### src/rtl/rc_pkg.sv
// Shared types and defaults for the reconfiguration request arbiter.
package rc_pkg;

    typedef enum logic [1:0] {
        ST_IDLE = 2'd0,
        ST_REQ  = 2'd1,
        ST_SWAP = 2'd2
    } rc_state_e;

    localparam int RC_NUM_SRC_DEF = 4;
    localparam int RC_TIMEOUT_DEF = 1024;

    // Width of a source index; never below one bit.
    function automatic int rc_idx_w(input int n);
        return (n > 1) ? $clog2(n) : 1;
    endfunction

endpackage

### src/rtl/rc_rr_pick.sv
// Combinational round-robin picker: first pending index at or after the pointer, wrapping.
module rc_rr_pick
    import rc_pkg::*;
#(
    parameter int NUM_SRC = RC_NUM_SRC_DEF,
    parameter int IW      = rc_idx_w(NUM_SRC)
) (
    input  logic [NUM_SRC-1:0] pend_i,
    input  logic [IW-1:0]      ptr_i,
    output logic [IW-1:0]      idx_o,
    output logic               valid_o
);

    int          cand;
    logic [IW-1:0] cand_idx;

    // Scan from the farthest offset down so the nearest pending source wins.
    always_comb begin
        idx_o    = '0;
        valid_o  = 1'b0;
        cand     = 0;
        cand_idx = '0;
        for (int k = NUM_SRC - 1; k >= 0; k--) begin
            cand = int'(ptr_i) + k;
            if (cand >= NUM_SRC) begin
                cand = cand - NUM_SRC;
            end
            cand_idx = IW'(cand);
            if (pend_i[cand_idx]) begin
                idx_o   = cand_idx;
                valid_o = 1'b1;
            end
        end
    end

endmodule

### src/rtl/rc_req_arbiter.sv
// Round-robin requester for the reconfiguration handshake: drives active-low rc_reqn,
// grants the winner on acknowledge and abandons the request after TIMEOUT cycles.
module rc_req_arbiter
    import rc_pkg::*;
#(
    parameter int  NUM_SRC = RC_NUM_SRC_DEF,
    parameter int  TIMEOUT = RC_TIMEOUT_DEF,
    localparam int IW      = rc_idx_w(NUM_SRC)
) (
    input  logic               clk,
    input  logic               rstn,
    input  logic [NUM_SRC-1:0] src_req,
    input  logic               rc_ackn,
    input  logic               swap_done,
    output logic               rc_reqn,
    output logic               swap_start,
    output logic [NUM_SRC-1:0] grant,
    output logic               busy,
    output logic               err_timeout,
    output logic [IW-1:0]      err_src
);

    localparam int            TW     = (TIMEOUT > 0) ? $clog2(TIMEOUT + 1) : 1;
    localparam logic [TW-1:0] T_LAST = TW'((TIMEOUT > 0) ? TIMEOUT - 1 : 0);

    rc_state_e          state_q, state_d;
    logic [NUM_SRC-1:0] pend_q, pend_d;
    logic [NUM_SRC-1:0] clr_mask;
    logic [IW-1:0]      ptr_q, ptr_d;
    logic [IW-1:0]      sel_q, sel_d;
    logic [IW-1:0]      sel_next;
    logic [TW-1:0]      timer_q, timer_d;
    logic               rc_reqn_q, rc_reqn_d;
    logic               swap_start_q, swap_start_d;
    logic [NUM_SRC-1:0] grant_q, grant_d;
    logic               err_timeout_q, err_timeout_d;
    logic [IW-1:0]      err_src_q, err_src_d;
    logic [IW-1:0]      pick_idx;
    logic               pick_valid;

    rc_rr_pick #(
        .NUM_SRC (NUM_SRC),
        .IW      (IW)
    ) u_pick (
        .pend_i  (pend_q),
        .ptr_i   (ptr_q),
        .idx_o   (pick_idx),
        .valid_o (pick_valid)
    );

    assign sel_next = (sel_q == IW'(NUM_SRC - 1)) ? '0 : sel_q + 1'b1;

    always_comb begin
        state_d       = state_q;
        ptr_d         = ptr_q;
        sel_d         = sel_q;
        timer_d       = timer_q;
        rc_reqn_d     = rc_reqn_q;
        swap_start_d  = 1'b0;
        grant_d       = grant_q;
        err_timeout_d = 1'b0;
        err_src_d     = err_src_q;
        clr_mask      = '0;

        case (state_q)
            ST_IDLE: begin
                if (pick_valid) begin
                    sel_d     = pick_idx;
                    rc_reqn_d = 1'b0;
                    timer_d   = '0;
                    state_d   = ST_REQ;
                end
            end
            ST_REQ: begin
                timer_d = timer_q + 1'b1;
                // An acknowledge in the final timeout cycle still wins.
                if (!rc_ackn) begin
                    rc_reqn_d       = 1'b1;
                    clr_mask[sel_q] = 1'b1;
                    swap_start_d    = 1'b1;
                    grant_d         = NUM_SRC'(1) << sel_q;
                    ptr_d           = sel_next;
                    state_d         = ST_SWAP;
                end else if ((TIMEOUT != 0) && (timer_q == T_LAST)) begin
                    rc_reqn_d       = 1'b1;
                    clr_mask[sel_q] = 1'b1;
                    err_timeout_d   = 1'b1;
                    err_src_d       = sel_q;
                    ptr_d           = sel_next;
                    state_d         = ST_IDLE;
                end
            end
            ST_SWAP: begin
                rc_reqn_d = 1'b1;
                if (swap_done) begin
                    grant_d = '0;
                    state_d = ST_IDLE;
                end
            end
            default: begin
                state_d = ST_IDLE;
            end
        endcase

        // A new request on the clearing edge re-queues the source.
        pend_d = (pend_q & ~clr_mask) | src_req;
    end

    always_ff @(posedge clk) begin
        if (!rstn) begin
            state_q       <= ST_IDLE;
            pend_q        <= '0;
            ptr_q         <= '0;
            sel_q         <= '0;
            timer_q       <= '0;
            rc_reqn_q     <= 1'b1;
            swap_start_q  <= 1'b0;
            grant_q       <= '0;
            err_timeout_q <= 1'b0;
            err_src_q     <= '0;
        end else begin
            state_q       <= state_d;
            pend_q        <= pend_d;
            ptr_q         <= ptr_d;
            sel_q         <= sel_d;
            timer_q       <= timer_d;
            rc_reqn_q     <= rc_reqn_d;
            swap_start_q  <= swap_start_d;
            grant_q       <= grant_d;
            err_timeout_q <= err_timeout_d;
            err_src_q     <= err_src_d;
        end
    end

    assign rc_reqn     = rc_reqn_q;
    assign swap_start  = swap_start_q;
    assign grant       = grant_q;
    assign busy        = (state_q != ST_IDLE);
    assign err_timeout = err_timeout_q;
    assign err_src     = err_src_q;

endmodule
### config.mk
export PLATFORM = sky130hd
export DESIGN_NAME = rc_req_arbiter
export DESIGN_NICKNAME = d
export VERILOG_FILES = /design/src/rtl/rc_pkg.sv /design/src/rtl/rc_rr_pick.sv /design/src/rtl/rc_req_arbiter.sv
export SDC_FILE = /design/constraint.sdc
export NUM_CORES = 1
export LEC_CHECK = 0
export BUFFER_PORTS_ARGS = -buffer_cell sky130_fd_sc_hd__buf_2
export CELL_PAD_IN_SITES_DETAIL_PLACEMENT = 1
export CELL_PAD_IN_SITES_GLOBAL_PLACEMENT = 2
export CORE_MARGIN = 3
export CORE_UTILIZATION = 32
export CTS_CLUSTER_DIAMETER = 60
export DETAILED_ROUTE_END_ITERATION = 7
export GPL_TIMING_DRIVEN = 1
export PLACE_DENSITY_LB_ADDON = 0.1
export SLEW_MARGIN = 20
export SYNTH_ARGS = -nofsm -noshare
export SYNTH_HDL_FRONTEND = slang
export SYNTH_SLANG_ARGS = --single-unit
### constraint.sdc
create_clock -name clk -period 1.9 [get_ports clk]
set_clock_uncertainty 0.15 [all_clocks]
set_input_delay 0.19 -clock clk [delete_from_list [all_inputs] [get_ports clk]]
set_output_delay 0.19 -clock clk [all_outputs]
set_load 0.05 [all_outputs]
==> reports/results.txt <==
Crit Path Category: flop to primary output
H-tree Lvls: 2
Total I/O pin count: 18
Row count: 25
Critical path launch point type: flop
Max-slew headroom: 0.676
Clk buf depth: 2
CTS tree: done
DR WL/cell: 14.7 um
Final worst-path cycle share: 0.958
Vias: 1402
Drt drc: 0
Max cap viols: 0
Area Growth Syn to Fin: 28.5%
Clock Pin Slew Worst Setup and Hold Paths: 0.07 ns
Die ar.: 5980 um2
Post-synthesis sequential area ratio: 0.369
Total Power: 2100 uW
Fin area: 2090 um2
Drt first-iter violations: 32
Fmax: 549 MHz
Min Hold Slack: 0.0253 ns
DP Area: 1890 um2
Clock sink count: 30
Worst setup margin: 0.0800 ns
Routability-driven placement congestion ratio: 0.743
Syn_nets: 196
Commonest register cell after synthesis: dfxtp_1
Fin crit period: 1.82 ns
GRT Max-Usage Layer: met2
GR Util met3: 0.0352
Unrepaired setup endpoints after global routing: no
Status: finished, final reports clean
Post-synth ARST share: 0
CTS Buf Count: 5
Post-synth top area share: 0.369
Post-synth top area cell: dfxtp_1
Dpl ws: -0.0427 ns
GR Util met1: 0.189
Layout cell share with drive strength beyond 1: 0.279
First-pass GRT wire length: 6990 um
CTS root buf: clkbuf_8
Post-Syn Area per Cell: 9.09 um2
Initial Utilization: 0.338
Worst-path fanout max: 9
Global routing usage on met2: 0.238
Final wirelength: 4140 um
Total grt overflow: 0
Cells after Synth: 179
Netlist cell types: 42
1st-pass router iterations: 4
Final HPWL DP: 3120 um
Final nets: 232
Worst min-delay path class: input port to flop
Synth area leaders: dfxtp_1 (37%), ha_1 (6.9%), mux2i_1 (4.3%)
PwrDens: 1000 nW/um2
Yosys reg bits: 30
Fill cells: 601
Critical Path RT: 1.56 ns
Final hold viol count: 0
Final setup fails: 0
Port Buf Inserts: 17
YS warnings: 0
Max-slew violation count: 0
Peak VDD IR: 623 uV
Leakage: 0.000840 uW
Die Span X: 77.3 um
Die Span Y: 77.3 um
Core area: 4820 um2
Vias in the first global route: 1443
WP data arrival: 1.48 ns
Worst-Skew Late Latency: 0.28 ns
Diode count: 0
Antenna violations before repair: 0
Routed Antenna Nets: 0
Global-route usage over all layers: 0.148
Worst slew pin tran: 0.485 ns
Type of destination of the critical path: primary output
Number of enable flip-flop cells after synthesis: 0
Largest net degree at the start of global routing: 25
Post-Syn Area: 1630 um2
Routed vias/inst: 4.97
-- worst max-delay path, cell delays in order (launching register included) --
cell and delay, ns:
dfxtp_2 0.35, inv_2 0.09, ha_4 0.15, buf_6 0.14, buf_4 0.17, clkinvlp_4 0.13
buf_6 0.17
-- flip-flops by register name, summed over array words and instances, names as in the netlist --
| signal | cells |
|---|---|
| timer_q | 11 |
| grant | 4 |
| sel_q | 2 |
| state_q | 2 |
| rc_reqn | 1 |
| err_timeout | 1 |
| ptr_q | 2 |
| pend_q | 4 |
| err_src | 2 |
| swap_start | 1 |
-- worst paths after layout --
path	slack [ns]	end	cells past startpoint	start
setup reg to reg	0.14	state_q[1]	5	timer_q[1]
hold reg to reg	0.32	grant[3]	2	grant[3]
hold / removal	0.03	pend_q[0]	3	src_req[0]
setup / recovery	0.08	busy	6	state_q[0]
-- synth_stat cells (2+ instances only) --
library cell / count
a31oi_1: 4
a211o_1: 2
nor2b_1: 6
nand2b_1: 3
o21ai_0: 4
xnor2_1: 7
inv_1: 16
a2111oi_0: 3
o221ai_1: 2
clkbuf_1: 5
o211ai_1: 3
a211oi_1: 2
o21a_1: 2
and2_1: 2
nand3_1: 3
nand2_1: 15
nand4_1: 2
a21oi_1: 6
mux2i_1: 7
nor2_1: 14
ha_1: 9
nor4_2: 2
o22ai_1: 2
nand4b_1: 5
a21boi_0: 7
dfxtp_1: 30
-- cells by family (layout without fill, tap and decap cells) --
logic type	Yosys count	in the layout	synth area share
flops	30	30	0.369
fa+ha+maj	9	9	0.0692
xor+xnor	7	7	0.0377
mux	8	8	0.0500
compound gates	45	45	0.214
simple gates	56	56	0.202
buf+inv	24	60	0.0584
-- layout make-up --
| cell class | count | area (um2) | area share |
|---|---|---|---|
| Multi-Input combinational cell | 125 | 997 | 0.477 |
| Tap cell | 67 | 83.8 | 0.0401 |
| Inverter | 17 | 67.6 | 0.0323 |
| Clock buffer | 5 | 68.8 | 0.0329 |
| Sequential cell | 30 | 602 | 0.288 |
| Clock inverter | 2 | 10.0 | 0.00478 |
| Timing Repair Buffer | 36 | 263 | 0.126 |
-- layout by cell type, fill, tap and decap left out, types with 3 or more instances in the layout --
master and n:
nor2_1 13, nand4b_1 5, mux2i_1 6, nand3_1 3
clkbuf_8 5, a31oi_1 4, o211ai_1 3, buf_6 4
ha_1 7, inv_1 13, nand2_1 14, buf_2 16
nand2b_1 3, xnor2_1 7, a21oi_1 6, nor4_4 3
o21ai_0 4, buf_4 13, inv_2 3, nor2b_1 6
dfxtp_1 29, a21boi_0 7
-- layer usage --
layer / vias up / part of all wire
met5: - / 0
met1: 670 / 0.48
met3: 6 / 0.026
met2: 17 / 0.48
li1: 709 / -
met4: 0 / 0.017
-- power breakdown --
group | switching (uW) | leakage, uW | internal (uW) | total [uW]
combinational | 498 | 0.000551 | 354 | 852
clock | 243 | 0.0000438 | 245 | 488
sequential | 64.3 | 0.000245 | 693 | 757
total | 805 | 0.000840 | 1290 | 2100
-- stage by stage --
step | std cells | TNS, ns | util
floorplan | 179 | 0 | -
global placement | 271 | -0.000589 | 0.393
detailed placement | 271 | -0.107 | 0.393
CTS | 280 | -0.0603 | 0.418
global route | 282 | 0 | 0.434
finish | 282 | 0 | 0.434
-- what timing repair did --
item	CTS	global route
hold endpoints to repair	2	0
gates resized for setup	7	15
hold buffers	2	0
setup buffers	0	2
setup endpoints to repair	5	20
Power figures use the tool's default switching activity.
